===== src/rtl/rf_dump_scanner.sv =====
// Streams all 32 registers of the CPU register file, one 8-word window at a time, over valid/ready.
// Define RF_DUMP_CHECKSUM_EN to append a modulo-2^DATA_WIDTH checksum beat after register 31.
module rf_dump_scanner #(
    parameter int DATA_WIDTH = 32,
    parameter int ADDR_WIDTH = 5
) (
    input  logic                  i_clk,
    input  logic                  i_rst,
    input  logic                  i_start,
    output logic                  o_busy,
    output logic                  o_done,
    output logic [ADDR_WIDTH-1:0] o_ra2,
    input  logic [DATA_WIDTH-1:0] i_win0,
    input  logic [DATA_WIDTH-1:0] i_win1,
    input  logic [DATA_WIDTH-1:0] i_win2,
    input  logic [DATA_WIDTH-1:0] i_win3,
    input  logic [DATA_WIDTH-1:0] i_win4,
    input  logic [DATA_WIDTH-1:0] i_win5,
    input  logic [DATA_WIDTH-1:0] i_win6,
    input  logic [DATA_WIDTH-1:0] i_win7,
    output logic                  o_out_valid,
    input  logic                  i_out_ready,
    output logic [ADDR_WIDTH-1:0] o_out_addr,
    output logic                  o_out_last,
    output logic [DATA_WIDTH-1:0] o_out_data
);

    localparam logic [ADDR_WIDTH-1:0] LAST_BASE = ADDR_WIDTH'(2**ADDR_WIDTH - 8);
    localparam logic [ADDR_WIDTH-1:0] WIN_STEP  = ADDR_WIDTH'(8);

    typedef enum logic [2:0] {
        S_IDLE,
        S_LOAD,
        S_SEND,
`ifdef RF_DUMP_CHECKSUM_EN
        S_SUM,
`endif
        S_DONE
    } state_t;

    state_t                r_state, w_next;
    logic [ADDR_WIDTH-1:0] r_base;
    logic [2:0]            r_idx;
    logic [DATA_WIDTH-1:0] r_buf [8];
    logic [DATA_WIDTH-1:0] w_win [8];
    logic                  w_accept;
    logic                  w_win_end;
    logic                  w_dump_end;
`ifdef RF_DUMP_CHECKSUM_EN
    logic [DATA_WIDTH-1:0] r_acc;
`endif

    assign w_win[0] = i_win0;
    assign w_win[1] = i_win1;
    assign w_win[2] = i_win2;
    assign w_win[3] = i_win3;
    assign w_win[4] = i_win4;
    assign w_win[5] = i_win5;
    assign w_win[6] = i_win6;
    assign w_win[7] = i_win7;

    assign w_accept   = o_out_valid && i_out_ready;
    assign w_win_end  = (r_idx == 3'd7);
    assign w_dump_end = w_win_end && (r_base == LAST_BASE);
    // The window base is the registered read address; it reads 0 whenever idle.
    assign o_ra2      = r_base;

    always_ff @(posedge i_clk) begin
        if (i_rst) begin
            r_state <= S_IDLE;
            r_base  <= '0;
            r_idx   <= '0;
            for (int k = 0; k < 8; k++) r_buf[k] <= '0;
`ifdef RF_DUMP_CHECKSUM_EN
            r_acc   <= '0;
`endif
        end else begin
            r_state <= w_next;
            case (r_state)
                S_IDLE: begin
                    r_base <= '0;
`ifdef RF_DUMP_CHECKSUM_EN
                    if (i_start) r_acc <= '0;
`endif
                end
                S_LOAD: begin
                    for (int k = 0; k < 8; k++) r_buf[k] <= w_win[k];
                    r_idx <= '0;
                end
                S_SEND: begin
                    if (w_accept) begin
`ifdef RF_DUMP_CHECKSUM_EN
                        r_acc <= r_acc + o_out_data;
`endif
                        if (!w_win_end)
                            r_idx <= r_idx + 3'd1;
                        else if (r_base != LAST_BASE)
                            r_base <= r_base + WIN_STEP;
                    end
                end
                S_DONE: r_base <= '0;
                default: ;
            endcase
        end
    end

    always_comb begin
        w_next      = r_state;
        o_busy      = 1'b0;
        o_done      = 1'b0;
        o_out_valid = 1'b0;
        o_out_addr  = '0;
        o_out_last  = 1'b0;
        o_out_data  = '0;
        case (r_state)
            S_IDLE: if (i_start) w_next = S_LOAD;
            S_LOAD: begin
                o_busy = 1'b1;
                w_next = S_SEND;
            end
            S_SEND: begin
                o_busy      = 1'b1;
                o_out_valid = 1'b1;
                o_out_data  = r_buf[r_idx];
                o_out_addr  = r_base + ADDR_WIDTH'(r_idx);
`ifdef RF_DUMP_CHECKSUM_EN
                if (w_accept && w_dump_end) w_next = S_SUM;
`else
                o_out_last  = w_dump_end;
                if (w_accept && w_dump_end) w_next = S_DONE;
`endif
                else if (w_accept && w_win_end) w_next = S_LOAD;
            end
`ifdef RF_DUMP_CHECKSUM_EN
            S_SUM: begin
                o_busy      = 1'b1;
                o_out_valid = 1'b1;
                o_out_data  = r_acc;
                o_out_last  = 1'b1;
                if (w_accept) w_next = S_DONE;
            end
`endif
            S_DONE: begin
                o_done = 1'b1;
                w_next = S_IDLE;
            end
            default: w_next = S_IDLE;
        endcase
    end

endmodule


===== config.mk =====
export PLATFORM = sky130hd
export DESIGN_NAME = rf_dump_scanner
export DESIGN_NICKNAME = d
export VERILOG_FILES = /design/src/rtl/rf_dump_scanner.sv
export SDC_FILE = /design/constraint.sdc
export NUM_CORES = 1
export LEC_CHECK = 0
export CAP_MARGIN = 5
export CORE_MARGIN = 2
export CORE_UTILIZATION = 40
export CTS_BUF_LIST = sky130_fd_sc_hd__clkbuf_4 sky130_fd_sc_hd__clkbuf_8
export CTS_CLUSTER_DIAMETER = 80
export CTS_CLUSTER_SIZE = 20
export DETAILED_ROUTE_END_ITERATION = 12
export DONT_BUFFER_PORTS = 1
export GPL_TIMING_DRIVEN = 0
export SLEW_MARGIN = 5
export SYNTH_ARGS = -nofsm -noshare
export SYNTH_HDL_FRONTEND = slang
export SYNTH_SLANG_ARGS = --single-unit

===== constraint.sdc =====
create_clock -name i_clk -period 7.85 [get_ports i_clk]
set_clock_uncertainty 0.1 [all_clocks]
set_input_delay 2.355 -clock i_clk [delete_from_list [all_inputs] [get_ports i_clk]]
set_output_delay 2.355 -clock i_clk [all_outputs]
set_load 0.1 [all_outputs]

* Yosys cells after proc, flatten, opt, wreduce, memory -nomap -nowiden
Memories as Yosys holds them, arrays and structs flattened. A register that Yosys moved wholly into a read port is not among the register bits.
Cells that the tools add are included.
** Storage, ports and cells
- Flip-flop bits (word level) :: 11
- Bits in latches :: 0
- Memory bits (writable) :: 256
- Memory bits (read-only) :: 0
- Word-level logic and storage cells :: 71
- Memories kept :: 1
** Cells by class
- $add $sub $neg :: 3
- Multiply operators :: 0
- Divide/modulo/power cells :: 0
- $lt $le $gt $ge :: 0
- Equality and inequality tests :: 12
- Shift-type cells :: 0
- Muxes and demuxes :: 32
- Bitwise gates (word level) :: 8
- Reduce and logical (&&, ||, !) cells :: 12
** Memories
- r_buf :: depth 8, bits a word 32, read ports 1, clocked after Yosys merged registers in 1, wr ports 8, RTL line 44 : logic [DATA_WIDTH-1:0] r_buf [8];
** Operator list (number)
- $mux 32 :: 9
- $mux 3 :: 7
- $mux 5 :: 4
- $ne 2x2->1 const B :: 5
- $pmux 5 s2 :: 1
- $mux 1 :: 9
- $pmux 3 s3 :: 1
- $or 1x1->1 :: 8
- $eq 3x2->1 const B :: 2
- $pmux 3 s2 :: 1
- $add 5x3->5 :: 1
- $add 5x4->5 const B :: 1
- $eq 5x5->1 const B :: 1
- $ne 5x5->1 const B :: 1
- $logic_and 1x1->1 :: 4
- $reduce_and 4->1 :: 1
- $reduce_bool 2->1 :: 2
- $reduce_or 2->1 :: 2
- $add 3x1->3 const B :: 1
- $eq 3x1->1 const B :: 1
- $eq 3x3->1 const B :: 1
- $logic_not 3->1 :: 1
- $ne 3x3->1 const B :: 1
- $reduce_and 3->1 :: 1
- $reduce_and 2->1 :: 1

* Logic depth before layout (Yosys ltp)
- Depth after elaboration :: 7
- Depth in mapped cells :: 7
- Mapped depth without buffers :: 5

* Worst setup path after synthesis
Ideal clock, no wire load.
- Path type :: input -> register
- Start point :: in i_rst
- End point :: mem r_buf[0][0], enable pin
- Library setup time :: 0.511 ns
- Data arrival time :: 6.034 ns
- Path slack :: 1.205 ns
- Stages :: 3
- Path buffers :: 2
- Cell sequence :: clkbuf_1 clkbuf_1 or2_2
** RTL lines
- start: declaration :: RTL line 8 : input logic i_rst,
- end: declaration :: RTL line 44

* Worst setup path after layout
- Start point :: reg r_state[0]
- End point :: out o_out_data[1]
** Between the ends
- Longest elaborated chain between the ends :: 2
** RTL lines
- start: declaration :: RTL line 41 : state_t r_state, w_next;
- start signal: assignment :: RTL line 78 : r_state <= w_next;
- $eq 3x2->1 :: RTL line 115 : case (r_state)
- $mux 32 :: RTL line 115
- end: declaration :: RTL line 25 : output logic [DATA_WIDTH-1:0] o_out_data
Every way passes these cells.

==> flow_summary_export.csv <==
group,metric,value,unit
cells_and_area,area.growth.synth_to_final,8.03,%
yosys,synth_area,12000,µm²
global_routing,first_global_vias,6786,
worst_setup_path,path_class,"flop to primary output",
worst_setup_path,worstPathBufferInverterCount,4,
floorplan,io_pins,306,
global_routing,grt_pass1_wl,43400,µm
worst_setup_path,cp.required,5.39,ns
timing,slew_viol_final,0,
worst_setup_path,crit_slowest_cell,"a22o_1",
yosys,synth_most_common_cell,"edfxtp_1",
worst_setup_path,critPathCaptureType,"primary output",
timing,max_slew_margin,27.8,%
outcome,status,"finished, final reports clean",
drt,drc_errors,0,
yosys,synth-edff-count,256,
yosys,synth-main-ff-cell,"edfxtp_1",
pwr,comb_power_share,22.2,%
floorplan,core-area,29600,µm²
clocking,clkTransAtPathRegs,0.12,ns
floorplan,die_y,177,µm
yosys,avgSynthCellArea,16.6,µm²
clocking,cts_sinks,266,
global_routing,grt_max_degree,74,
timing,grt_setup_unrepaired,"false",
worst_setup_path,cp.arrival,4.26,ns
clocking,insertion_delay,0.53,ns
drt,drtIter0Drc,538,
cells_and_area,regArea,7890,µm²
clocking,cts_buffers,17,
clocking,clk_path_buf_depth,3,
drt,wirelength,30500,µm
pwr,p_per_area,279,nW/µm²
floorplan,initial_core_util,40.5,%
yosys,synthTopCellsByArea,"edfxtp_1 64%, and2_1 10%, mux4_2 6.6%, mux4_1 6.3%, nor2b_1 3.5%",
place,gp_congestion,0.794,
worst_setup_path,slowest_delay,0.97,ns
global_routing,overflow,0,
yosys,seq_area_frac_synth,65.7,%
worst_setup_path,cp_top_family,"buffers and inverters",
yosys,synth_top_cell_area_share,64.0,%
cells_and_area,finalNetCount,1017,
floorplan,die-area,31400,µm²
clocking,ctsRootBufferMaster,"clkbuf_8",
place,io_buffers,0,
flow_run,drv_cap,0,
cells_and_area,nFillCells,2644,
worst_setup_path,worstPathMaxFanout,10,
pwr,vdd_ir_drop_max,0.129,mV
worst_setup_path,critPathLaunchType,"flop",
cells_and_area,drive_above_1_share,11.7,%
drt,firstDrtPassIters,5,
clocking,cts_resized,0,
global_routing,grt_usage,19.0,%
yosys,synth_common_cells,"256 x edfxtp_1, 198 x and2_1, 67 x nor2b_1",
cells_and_area,multi_input_area,3800,µm²
pwr,p_int,2.58,mW
floorplan,fp-row-count,63,
yosys,yosys_warnings,0,
pwr,swShare,28.8,%
yosys,yosysTopAreaCell,"edfxtp_1",
yosys,synth_cell_types,33,
timing,hold_violations,0,
hold_path,hold_depth,2,
pwr,switching_power,1.04,mW
pwr,p_seq_share,57.0,%
pwr,p_leak,4.63,nW
floorplan,die_w,177,µm
timing,period_minus_slack,6.72,ns
drt,avgViaCountPerCell,5.54,
timing,tightest_slew,1.09,ns
worst_setup_path,cp_num_cells,7,
timing,setup_viol,0,
clocking,hold_buffers,0,
cells_and_area,fin_util,43.8,%
drt,ant_nets,0,
yosys,async_reset_ff_share,0,%
yosys,synthCells,725,
global_routing,antenna_found_initial,8,
drt,num_vias,6388,
pwr,pwr-share-clk,20.8,%
place,post-dp-hpwl,22000,µm
yosys,synth-seq-cells,266,
worst_setup_path,reg2regPathDepth,5,
timing,min_period_over_period,85.6,%
hold_path,hp-class,"flop to flop",
clocking,cts_tree,"done",
worst_setup_path,cp_cell_sequence,"inv_1 -> ha_1 -> buf_2 -> nor2b_1 -> clkbuf_1 -> clkbuf_1 -> a22o_1",
drt,detail_route.wl_per_cell,26.4,µm
clocking,post_cts_buffers,0,
timing,max_clock_freq,149,MHz
clocking,cts_max_level,1,
pwr,report.power.total,3.62,mW
worst_setup_path,crit_top_cell,"clkbuf_1",
metrics by stage:
stage               setup TNS (ns)  area, µm²  hold WS, ns  instances  worst slack (ns)
CTS                              0      13000        0.440       1145              1.04
detailed placement               0      12600        0.428       1120              1.66
finish                           0      13000        0.431       1154              1.13
global placement            -68.89      12500        0.399       1117            -0.286
floorplan                        0      12000        0.370        727              1.21
global route                     0      13000        0.475       1151             0.893
per-layer routing:
metal	part of all wire (%)	global-route usage [%]	vias to the layer above
met5	0.036	0	-
met4	2.2	5.77	2
met3	7.8	4.70	43
met2	50	31.6	275
met1	40	24.5	3291
li1	-	-	2777
placed cells by master, fill, tap and decap left out, drive strengths merged, types with 2 or more instances in the layout:
cell    Yosys  layout
a21oi       6       6
a22o       32      32
and2      198     198
buf        23      26
bufinv      0       3
clkbuf     33      55
conb        1       3
dfxtp      10      10
diode       0       9
edfxtp    256     256
ha          8       8
inv         2       2
mux4       64      64
nand3       4       4
nand3b      2       2
nand4b      3       3
nor2b      67      67
o211ai      2       2
o21ai       2       2
or2         2       2
or4         3       3
flip-flops by register name, summed over array words and instances (netlist names), named ones only:
register	cells
r_buf	256
r_idx	3
o_ra2	2
r_state	2
worst reg2reg max path, cell delays in order (launching register included):
cell and delay (ns):
dfxtp_1 0.38, inv_1 0.10, ha_1 0.25, or2_4 0.71
buf_16 0.37, buf_16 0.40
power groups by stage:
stage / combinational [mW] / sequential (mW) / clock [mW]
after detailed placement: 0.816 / 2.10 / 0
after global placement: 0.766 / 2.12 / 0
final: 0.804 / 2.06 / 0.752
after global routing: 0.864 / 2.09 / 0.828
after floorplan: 0.600 / 2.09 / 0
after CTS: 0.817 / 2.07 / 0.777
worst paths after layout:
kind         startpoint       endpoint  slack [ns]
max reg2reg  r_state[1]    r_buf[7][3]        5.15
min reg2reg    r_idx[1]           flop        0.43
min            r_idx[1]           flop        0.43
max          r_state[0]  o_out_data[1]        1.13
final cells by class:
class / instances / share of cell area [%]
inverters: 2 / 0.0579
clock inverters: 3 / 0.694
clock buffers: 22 / 2.09
well taps: 390 / 3.76
multi-input cells: 403 / 29.3
repair buffers: 3 / 0.637
flip-flops and latches: 266 / 60.8
diodes: 9 / 0.174
plain buffers: 56 / 2.50
kinds of logic (layout without fill, tap and decap cells):
group           Yosys count  after routing  share of synthesized area, %
mux                      64             64                          12.9
compound gates           44             44                          2.91
buf+inv                  58             86                          2.76
simple gates            284            284                          14.9
flops                   266            266                          65.7
other cells               1             12                        0.0312
fa+ha+maj                 8              8                         0.834
(Power assumes the default switching activity.)
